[src/rtl/sequence_generator_pkg.sv]
// Shared types and constants for the serial sequence generator.
//   state_t          : FSM state encoding (2 bits)
//   DEFAULT_N        : default pattern width
//   DEFAULT_PATTERN  : default pattern (110)
//   clog2_min1       : ceil(log2(v)) with a 1-bit floor for counter sizing
package sequence_generator_pkg;

  typedef enum logic [1:0] {
    ST_IDLE   = 2'd0,
    ST_SHIFT  = 2'd1,
    ST_GAP    = 2'd2,
    ST_FINISH = 2'd3
  } state_t;

  localparam int unsigned DEFAULT_N       = 3;
  localparam logic [2:0]  DEFAULT_PATTERN = 3'b110;

  function automatic int unsigned clog2_min1(input int unsigned v);
    return (v <= 1) ? 1 : $clog2(v);
  endfunction

endpackage

[src/rtl/sequence_generator_if.sv]
// Request/stream bundle of the sequence generator.
//   start       : request, sampled only while the generator is idle
//   pattern_in  : N-bit pattern, captured on an accepted start
//   repeat_cnt  : frame count, captured on an accepted start
//   x           : serial data, MSB first
//   valid       : x carries a pattern bit
//   frame_start : pulse on the first bit of each frame
//   busy        : transfer in progress
//   done        : pulse after the last frame
// master drives the request side, slave is the generator.
interface sequence_generator_if #(
  parameter int unsigned N        = 3,
  parameter int unsigned REPEAT_W = 4
);
  logic                start;
  logic [N-1:0]        pattern_in;
  logic [REPEAT_W-1:0] repeat_cnt;
  logic                x;
  logic                valid;
  logic                frame_start;
  logic                busy;
  logic                done;

  modport master (
    output start, pattern_in, repeat_cnt,
    input  x, valid, frame_start, busy, done
  );

  modport slave (
    input  start, pattern_in, repeat_cnt,
    output x, valid, frame_start, busy, done
  );
endinterface

[src/rtl/sequence_generator_piso_shift_reg.sv]
// Parallel-in serial-out shift register, MSB first.
//   clk   : rising-edge clock
//   reset : synchronous, active-low; clears the register
//   load  : load din (takes priority over shift)
//   shift : shift left by one, filling with 0
//   din   : parallel load data
//   msb   : registered MSB (serial output)
module piso_shift_reg #(
  parameter int unsigned N = 3
) (
  input  logic         clk,
  input  logic         reset,
  input  logic         load,
  input  logic         shift,
  input  logic [N-1:0] din,
  output logic         msb
);

  logic [N-1:0] sr;
  logic [N-1:0] sr_next;

  always_comb begin
    sr_next = sr;
    if (load) begin
      sr_next = din;
    end else if (shift) begin
      sr_next = sr << 1;
    end
  end

  always_ff @(posedge clk) begin
    if (!reset) begin
      sr <= '0;
    end else begin
      sr <= sr_next;
    end
  end

  assign msb = sr[N-1];

endmodule

[src/rtl/sequence_generator.sv]
// Serial bit-pattern transmitter. Sends a captured N-bit pattern MSB first,
// repeat_cnt times, with GAP idle cycles between frames. All outputs are flops.
//   clk   : rising-edge clock
//   reset : synchronous, active-low
//   bus   : sequence_generator_if slave (start/pattern_in/repeat_cnt in,
//           x/valid/frame_start/busy/done out)
module sequence_generator
  import sequence_generator_pkg::*;
#(
  parameter int unsigned N        = DEFAULT_N,
  parameter int unsigned REPEAT_W = 4,
  parameter int unsigned GAP      = 1
) (
  input  logic                 clk,
  input  logic                 reset,
  sequence_generator_if.slave  bus
);

  localparam int unsigned BW = clog2_min1(N);
  localparam int unsigned GW = clog2_min1(GAP + 1);
  localparam logic [BW-1:0] BIT_LAST = BW'(N - 1);
  localparam logic [GW-1:0] GAP_LAST = GW'((GAP > 0) ? GAP - 1 : 0);

  state_t              state, state_n;
  logic [BW-1:0]       bit_cnt, bit_n;
  logic [GW-1:0]       gap_cnt, gap_n;
  logic [REPEAT_W-1:0] frame_cnt, frame_n;
  logic [N-1:0]        pattern_r, pattern_n;

  logic                sr_load, sr_shift;
  logic [N-1:0]        sr_din;

  logic                valid_q, valid_n;
  logic                frame_start_q, frame_start_n;
  logic                busy_q, busy_n;
  logic                done_q, done_n;
  logic                x_q;

  // The shift register fills with zeros, so once the last bit of a frame has
  // been shifted out its MSB is 0 and serves directly as the registered x.
  piso_shift_reg #(.N(N)) u_piso (
    .clk   (clk),
    .reset (reset),
    .load  (sr_load),
    .shift (sr_shift),
    .din   (sr_din),
    .msb   (x_q)
  );

  // State and counter register
  always_ff @(posedge clk) begin
    if (!reset) begin
      state         <= ST_IDLE;
      bit_cnt       <= '0;
      gap_cnt       <= '0;
      frame_cnt     <= '0;
      pattern_r     <= '0;
      valid_q       <= 1'b0;
      frame_start_q <= 1'b0;
      busy_q        <= 1'b0;
      done_q        <= 1'b0;
    end else begin
      state         <= state_n;
      bit_cnt       <= bit_n;
      gap_cnt       <= gap_n;
      frame_cnt     <= frame_n;
      pattern_r     <= pattern_n;
      valid_q       <= valid_n;
      frame_start_q <= frame_start_n;
      busy_q        <= busy_n;
      done_q        <= done_n;
    end
  end

  // Next-state and counter logic
  always_comb begin
    state_n   = state;
    bit_n     = bit_cnt;
    gap_n     = gap_cnt;
    frame_n   = frame_cnt;
    pattern_n = pattern_r;
    sr_load   = 1'b0;
    sr_shift  = 1'b0;
    sr_din    = pattern_r;

    unique case (state)
      ST_IDLE: begin
        if (bus.start) begin
          pattern_n = bus.pattern_in;
          frame_n   = bus.repeat_cnt;
          bit_n     = '0;
          gap_n     = '0;
          if (bus.repeat_cnt == '0) begin
            state_n = ST_FINISH;
          end else begin
            state_n = ST_SHIFT;
            sr_load = 1'b1;
            sr_din  = bus.pattern_in;
          end
        end
      end

      ST_SHIFT: begin
        if (bit_cnt == BIT_LAST) begin
          frame_n = frame_cnt - 1'b1;
          bit_n   = '0;
          if (frame_n != '0) begin
            if (GAP > 0) begin
              state_n  = ST_GAP;
              gap_n    = '0;
              sr_shift = 1'b1;
            end else begin
              // Back-to-back: reload so the next MSB appears in the next cycle
              state_n = ST_SHIFT;
              sr_load = 1'b1;
            end
          end else begin
            state_n  = ST_FINISH;
            sr_shift = 1'b1;
          end
        end else begin
          bit_n    = bit_cnt + 1'b1;
          sr_shift = 1'b1;
        end
      end

      ST_GAP: begin
        if (gap_cnt == GAP_LAST) begin
          state_n = ST_SHIFT;
          gap_n   = '0;
          sr_load = 1'b1;
        end else begin
          gap_n = gap_cnt + 1'b1;
        end
      end

      ST_FINISH: begin
        state_n = ST_IDLE;
      end

      default: begin
        state_n = ST_IDLE;
      end
    endcase
  end

  // Output logic: values for the cycle after this edge, registered above
  always_comb begin
    valid_n       = (state_n == ST_SHIFT);
    frame_start_n = (state_n == ST_SHIFT) && (bit_n == '0);
    busy_n        = (state_n == ST_SHIFT) || (state_n == ST_GAP);
    done_n        = (state_n == ST_FINISH);
  end

  assign bus.x           = x_q;
  assign bus.valid       = valid_q;
  assign bus.frame_start = frame_start_q;
  assign bus.busy        = busy_q;
  assign bus.done        = done_q;

endmodule

[src/flat_wrapper.sv]
// flat-port wrapper written by rule: the top's interface ports become plain ports
module sequence_generator_flat import sequence_generator_pkg::*;
#(
  parameter int unsigned N        = DEFAULT_N,
  parameter int unsigned REPEAT_W = 4,
  parameter int unsigned GAP      = 1
)
  (clk, reset, bus_start, bus_pattern_in, bus_repeat_cnt, bus_x, bus_valid, bus_frame_start, bus_busy, bus_done);
  sequence_generator_if #(.N(N), .REPEAT_W(REPEAT_W)) bus_i ();
  input  logic clk;
  input  logic reset;
  input wire logic [$bits(bus_i.start)-1:0] bus_start;
  input wire logic [$bits(bus_i.pattern_in)-1:0] bus_pattern_in;
  input wire logic [$bits(bus_i.repeat_cnt)-1:0] bus_repeat_cnt;
  output wire logic [$bits(bus_i.x)-1:0] bus_x;
  output wire logic [$bits(bus_i.valid)-1:0] bus_valid;
  output wire logic [$bits(bus_i.frame_start)-1:0] bus_frame_start;
  output wire logic [$bits(bus_i.busy)-1:0] bus_busy;
  output wire logic [$bits(bus_i.done)-1:0] bus_done;
  assign bus_i.start = bus_start;
  assign bus_i.pattern_in = bus_pattern_in;
  assign bus_i.repeat_cnt = bus_repeat_cnt;
  assign bus_x = bus_i.x;
  assign bus_valid = bus_i.valid;
  assign bus_frame_start = bus_i.frame_start;
  assign bus_busy = bus_i.busy;
  assign bus_done = bus_i.done;
  sequence_generator #(.N(N), .REPEAT_W(REPEAT_W), .GAP(GAP)) u_core (.clk(clk), .reset(reset), .bus(bus_i));
endmodule
[config.mk]
export PLATFORM = sky130hd
export DESIGN_NAME = sequence_generator_flat
export DESIGN_NICKNAME = d
export VERILOG_FILES = /design/src/rtl/sequence_generator_pkg.sv /design/src/rtl/sequence_generator_if.sv /design/src/rtl/sequence_generator_piso_shift_reg.sv /design/src/rtl/sequence_generator.sv /design/src/flat_wrapper.sv
export SDC_FILE = /design/constraint.sdc
export NUM_CORES = 1
export LEC_CHECK = 0
export CORE_MARGIN = 2
export CORE_UTILIZATION = 38
export DETAILED_ROUTE_END_ITERATION = 7
export SYNTH_ARGS = -nofsm -noshare
export SYNTH_HDL_FRONTEND = slang
export SYNTH_SLANG_ARGS = --single-unit
[constraint.sdc]
create_clock -name clk -period 2.6 [get_ports clk]
set_input_delay 0.26 -clock clk [delete_from_list [all_inputs] [get_ports clk]]
set_output_delay 0.26 -clock clk [all_outputs]
set_load 0.01 [all_outputs]
==> metrics.md <==
| Metric | Value |
|---|---|
| Reg2reg setup slack | `0.62 ns` |
| Setup-failing EPs final | `0` |
| Drt drc | `0` |
| Crit-path cells | `inv_1 -> ha_1 -> o21bai_1 -> o21ai_1 -> a211o_1 -> and2_1 -> ha_1 -> and2_1 -> and2_1` |
| Multiplexer share of the synthesized area | `0.993%` |
| Worst hold path class | `flop to flop` |
| Ys Warns | `0` |
| Vias per inst | `approximately 5.2` |
| Compound-cell area share of the yosys netlist | `between 20% and 30%` |
| Antenna violations before repair | `0` |
| Average wire per standard cell | `around 13 um` |
| Initial core utilization | `40.3%` |
| Final period util | `76.1%` |
| Logic gate share of total power | `22.9%` |
| Worst Setup Path Type | `flop to flop` |
| FF-to-FF Start | `u_core.frame_cnt[0]$_SDFFE_PN0P_` |
| Synth Area per Inst | `8.92 um2` |
| Antenna fix cells | `0` |
| Count of nets after finishing | `141` |
| Remaining global-route overflow | `0` |
| Post-synth ARST share | `0%` |
| Clk buf depth | `2` |
| Most used cell, CP | `and2_1` |
| Critical Path RT | `about 2.8 ns` |
| Detail Route Antenna Nets | `0` |
| I/O Buffers | `14` |
| Worst setup margin | `0.621 ns` |
| Post-CTS setup repair buffer count | `0` |
| Simple-gate share of the synthesized area | `25.2%` |
| Die W | `55.5 um` |
| Synthesized area | `1010 um2` |
| Max Clock Freq | `505 MHz` |
| Die extent in y | `approximately 56 um` |
| Largest family of logic cells by synthesized area | `compound AO/OA/AOI/OAI gates` |
| Placer Congestion | `0.783` |
| CTS sink count | `18` |
| Wire length of the first global-routing pass | `3.55 mm` |
| Sw Share | `between 20% and 30%` |
| Post-CTS Hold Buffers | `0` |
| Share of post-route cells with drive strength above 1 | `8.00%` |
| P per Cell Area | `498 nW/um2` |
| Netlist cell types | `39` |
| Min cycle time layout | `1.98 ns` |
| Crit Reg-Reg Endpoint | `u_core.bus.frame_start$_SDFF_PN0_` |
| Post-DP HPWL | `around 1.4 mm` |
| Setup crit start kind | `flop` |
| Initial DRC Count | `10` |
| CTS Buf Count | `3` |
| Clock skew | `0.00144 ns` |
| Layout Cell Area excl Fill | `1170 um2` |
| Final WL | `about 2.0 mm` |
| Area leader, netlist | `dfxtp_1` |
| Leakage | `0.000447 uW` |
| DP Area | `1150 um2` |
| First drt pass iteration count | `4` |
| Reg clk slew, reported paths | `0.10 ns` |
| Clk root buf | `clkbuf_4` |
| Placed insts | `152` |
| Net count after synthesis | `127` |
| Clock latency on the worst-skew pair | `0.29 ns` |
| RSZ-0062 raised after global routing | `no` |
| Psw | `166 uW` |
| IR drop worst, VDD | `0.345 mV` |
| Rows | `18` |
| R2R depth | `9` |
| Synth Area in Adders | `4.96%` |
| P&R area growth vs syn | `16.4%` |
| Area contributors post-synth | `dfxtp_1 (36%), nand2_1 (5.2%), ha_1 (5.0%)` |
| Clk pwr share | `23.3%` |
| Sequential power share | `53.9%` |
| Core area | `2500 um2` |
| Post-synth EDFFs | `0` |
| Die area | `3080 um2` |
| Number of H-tree levels | `1` |
| Internal power | `418 uW` |
| Seq/Total Area, Yosys | `35.7%` |
| Worst slew pin tran | `0.593 ns` |
| Vias in the first global route | `810` |
| #FFs+latches synth | `18` |
| CP arrival | `2.17 ns` |
| # resized after CTS | `0` |
| Final setup TNS | `0 ns` |
| Largest net degree at the start of global routing | `21` |
| Top cell type's share of synthesized area | `35.7%` |
| Outcome | `finished, final reports clean` |
| # fillers | `254` |
| Synth Area in XOR/XNOR | `0%` |
| Critical path endpoint category | `flop` |
| Overall Global Routing Usage | `between 10% and 20%` |
| MaxCap Viol Count | `0` |
| Dpl ws | `between 0.5 and 0.6 ns` |
| Hold path depth | `1` |
| Vias | `805` |
| Hold path start | `u_core.u_piso.sr[2]$_SDFFE_PN0P_` |
| Fin. Hold Viols | `0` |
| CP max FO | `5` |
| CP max-delay cell | `dfxtp_1` |
| Crit-path max cell delay | `0.37 ns` |
| Normalized max-slew margin | `60.4%` |
| CTS tree | `built` |
| Synth Flop Type | `dfxtp_1` |
| Final Instance Count excl. Fillers | `155` |
| Post-Syn Instances | `113` |
| Hold EP | `u_core.u_piso.sr[2]$_SDFFE_PN0P_` |
| Io pins | `15` |
| Slew Viols, Final | `0` |
-- state kept, by name, indices dropped and copies added, names as in the netlist --
name and count:
u_core.frame_cnt 4, u_core.pattern_r 3, u_core.u_piso.sr 3, u_core.bit_cnt 2, u_core.state 2, u_core.bus.busy 1, u_core.bus.done 1, u_core.bus.frame_start 1
u_core.bus.valid 1
-- worst max path at each step --
stage                                      from                                end  slack (ns)  cells past startpoint
2_1_floorplan  u_core.frame_cnt[0]$_SDFFE_PN0P_  u_core.bus.frame_start$_SDFF_PN0_        0.83                      9
3_3_place_gp                  bus_repeat_cnt[2]  u_core.bus.frame_start$_SDFF_PN0_        0.51                      8
3_5_place_dp                  bus_repeat_cnt[2]  u_core.bus.frame_start$_SDFF_PN0_        0.51                      8
4_1_cts        u_core.frame_cnt[0]$_SDFFE_PN0P_  u_core.bus.frame_start$_SDFF_PN0_        0.63                      9
5_1_grt        u_core.frame_cnt[0]$_SDFFE_PN0P_  u_core.bus.frame_start$_SDFF_PN0_        0.48                      9
6_report       u_core.frame_cnt[0]$_SDFFE_PN0P_  u_core.bus.frame_start$_SDFF_PN0_        0.62                      9
-- placed cells by master, fill, tap and decap left out, types with 4 or more instances in the layout --
cell	n
ha_1	4
clkdlybuf4s50_1	14
nand2_1	14
o21ai_1	5
a21boi_1	4
inv_1	7
dfxtp_1	18
a21oi_1	4
and2_1	5
nand2b_1	5
nor2b_1	5
o21ai_0	4
-- routing by layer --
layer | track usage (%) | up-vias | share of wire [%]
li1 | - | 421 | -
met1 | 17.5 | 372 | 49
met2 | 23.0 | 10 | 46
met3 | 5.39 | 2 | 4.1
met4 | 3.14 | 0 | 0.96
met5 | 0 | - | 0
-- power by group through the flow --
| stage | combinational [uW] | clock [uW] | sequential, uW |
|---|---|---|---|
| finish | 134 | 136 | 315 |
| global route | 150 | 157 | 318 |
| global placement | 134 | 0 | 321 |
| floorplan | 92.2 | 0 | 317 |
| CTS | 135 | 144 | 314 |
| detailed placement | 134 | 0 | 321 |
-- area by class of cell --
| type | count | area (um2) | area share (%) |
|---|---|---|---|
| flip-flops and latches | 18 | 360 | 30.7 |
| well taps | 30 | 37.5 | 3.20 |
| repair buffers | 14 | 140 | 11.9 |
| inverters | 7 | 26.3 | 2.24 |
| clock buffers | 3 | 22.5 | 1.92 |
| multi-input cells | 83 | 587 | 50.0 |
-- cell usage after synthesis (2+ instances only) --
master / n
nand2_1: 14
a22oi_1: 3
o21bai_1: 3
nor2_1: 2
a22o_1: 2
buf_6: 2
nor2b_1: 5
dfxtp_1: 18
a32o_1: 2
o21ai_0: 4
ha_1: 4
inv_1: 7
o21ai_1: 5
a21oi_1: 4
clkbuf_1: 2
a21boi_1: 4
and2_1: 5
nand2b_1: 5
nand3b_1: 2
-- critical path, delay by kind of cell, from the launching register on --
| family | cells | cell delay, ns |
|---|---|---|
| AO/OA/AOI/OAI | 3 | 0.54 |
| adder cells (fa/ha/maj) | 2 | 0.43 |
| buffers and inverters | 1 | 0.10 |
| flip-flops | 1 | 0.37 |
| AND/OR/NAND/NOR | 3 | 0.44 |
-- metrics by stage --
| stage | power [uW] | utilization, % | hold WS, ns |
|---|---|---|---|
| floorplan | 409 | - | 0.420 |
| global placement | 454 | 46.0 | 0.460 |
| detailed placement | 455 | 46.0 | 0.467 |
| CTS | 593 | 46.9 | 0.491 |
| global route | 626 | 46.9 | 0.506 |
| finish | 584 | 46.9 | 0.483 |
-- cell families after synthesis --
group | after synthesis
DFF | 18
AOI/OAI and AO/OA | 37
buffers and inverters | 12
muxes | 1
and+or+nand+nor | 41
adders and majority gates | 4
Power figures use the tool's default switching activity.
==> edit: new RTL, same settings <==
Encoding of `state_t`: now one-hot (4 bits for 4 states).
--- a/src/rtl/sequence_generator_pkg.sv
+++ b/src/rtl/sequence_generator_pkg.sv
@@ -6,9 +6,9 @@
 package sequence_generator_pkg;
 
-  typedef enum logic [1:0] {
-    ST_IDLE   = 2'd0,
-    ST_SHIFT  = 2'd1,
-    ST_GAP    = 2'd2,
-    ST_FINISH = 2'd3
+  typedef enum logic [3:0] {
+    ST_IDLE   = 4'b0001,
+    ST_SHIFT  = 4'b0010,
+    ST_GAP    = 4'b0100,
+    ST_FINISH = 4'b1000
   } state_t;
 
Behaviour: no difference found for any inputs over 10 cycles, from zero or initial values and one cycle with reset low; not proved beyond that.
==> edit against the unedited design <==
  * Cell count down 1.3%
  * Routed wire length is 0.30% higher
  * Total power down 2.0%
  * Sequential share of layout area up 4.6 points
  * Sequential cell count grew 2
  * Design area decreased by 3.4%
  * Area after synthesis down 6.7%
  * Worst setup slack gained 28 ps
  * First-iteration DRC count rose to 3.6 times the old value
  * Critical path type is now in -> reg
  * Highest routed layer unchanged
==> edit: results (changes against the unedited design) <==
* Status: finished, final reports clean
* Worst-Margin Slew at 647.4 ps (+54.47 ps)
* Reg2reg path depth at 4 (-5)
* Top Registers: u_core.frame_cnt x4, u_core.state x4
* Vias in the first global route at 745 (-8.0%)
* Top post-synthesis cells by area: dfxtp_1, nand2_1, nor2_1
* Syn_nets at 120 (-5.5%)
* Pin count of the biggest net entering global routing at 19 (-9.5%)
* Int Pwr at 425.6 uW (+1.7%)
* Cells after Synth at 108 (-4.4%)
* Pre-antenna DRT Iters at 5 (+1)
* CP max FO at 6 (+1)
* Min-Delay Path Depth at 2 (+1)
* Skew final at 3.079 ps (+1.642 ps)
* DR WL/cell at 12.92 microns (+1.6%)
* Count of cell types in the netlist at 37 (-5.1%)
* Sequential element share of the synthesized area at 42.55% (+6.8 points)
* GP Congestion at 0.7801 (-0.42%)
* Most common library cells after synthesis: dfxtp_1, nand2_1, nor2_1
* Met3 wire length at 101 microns (+26%)
* GR Util All Layers at 16.56% (+2.5 points)
* DPL Wire Length at 1.457 mm (+2.2%)
* WL final at 1.977 mm (+0.30%)
* Leak at 0.0003902 uW (-13%)
* DR iter-0 viols at 36 (+26)
[edit: cell count changes in the layout (fill, tap and decap cells not counted), moves of 3 or more]
cell,unedited run,this run
nand3_1,0,3
a31oi_1,0,6
a22oi_1,3,0
a211oi_1,0,3
o21ai_1,5,0
nand2b_1,5,1
nor2b_1,5,1
inv_1,7,4
nor2_1,2,11
and2_1,5,1
o21bai_1,3,0
a21boi_1,4,0
[edit: power groups by stage]
stage	registers [uW]	logic (uW)	clock network [uW]
CTS	337	95.8	146
detailed placement	344	95.4	0
global route	340	107	162
finish	337	95.8	140
floorplan	343	57.8	0
global placement	343	93.8	0
[edit: final cells by class]
type | count | area [sq um] | area share (%)
repair buffers | 16 | 155.1 | 13.69
well taps | 30 | 37.54 | 3.311
clock buffers | 3 | 22.52 | 1.987
multi-input cells | 80 | 503.0 | 44.37
inverters | 4 | 15.01 | 1.325
flip-flops and latches | 20 | 400.4 | 35.32
[edit: worst paths after layout]
kind	from	end	slack [ps]
hold / removal	u_core.pattern_r[0]	u_core.pattern_r[0]	460
setup reg to reg	u_core.state[3]	u_core.frame_cnt[0]	750
setup / recovery	bus_repeat_cnt[0]	u_core.u_piso.sr[1]	650
hold reg to reg	u_core.pattern_r[0]	u_core.pattern_r[0]	460
[edit: cell families after synthesis]
family / after synthesis / synth area share (%)
simple gates: 47 / 27.79
buf+inv: 8 / 3.989
flops: 20 / 42.55
fa+ha+maj: 2 / 2.659
compound gates: 31 / 23.01
[edit: metrics by stage]
stage                     power (uW)  hold WS [ps]  worst slack (ps)  utilization (%)  instance area [sq um]
final                          572.7         463.6             649.0            47.04                   1134
after floorplan                400.6         377.6             898.6                -                  940.9
after CTS                      578.1         467.4             678.0            47.04                   1134
after detailed placement       439.1         451.4             372.4            46.11                   1111
after global placement         437.1         446.1             405.7            46.11                   1111
after global routing           609.1         482.1             562.7            47.04                   1134
[edit: per-layer routing]
metal  vias to the layer above  global-route usage [%]
met2                        21                   23.37
met5                         -                       0
met1                       404                   24.10
met3                         2                   4.722
li1                        427                       -
met4                         0                   5.128
[edit: critical path, stage by stage]
cell	delay, ps
clkdlybuf4s50_1	420
or4_4	580
a31oi_1	430
o21ai_0	160
a221oi_1	300
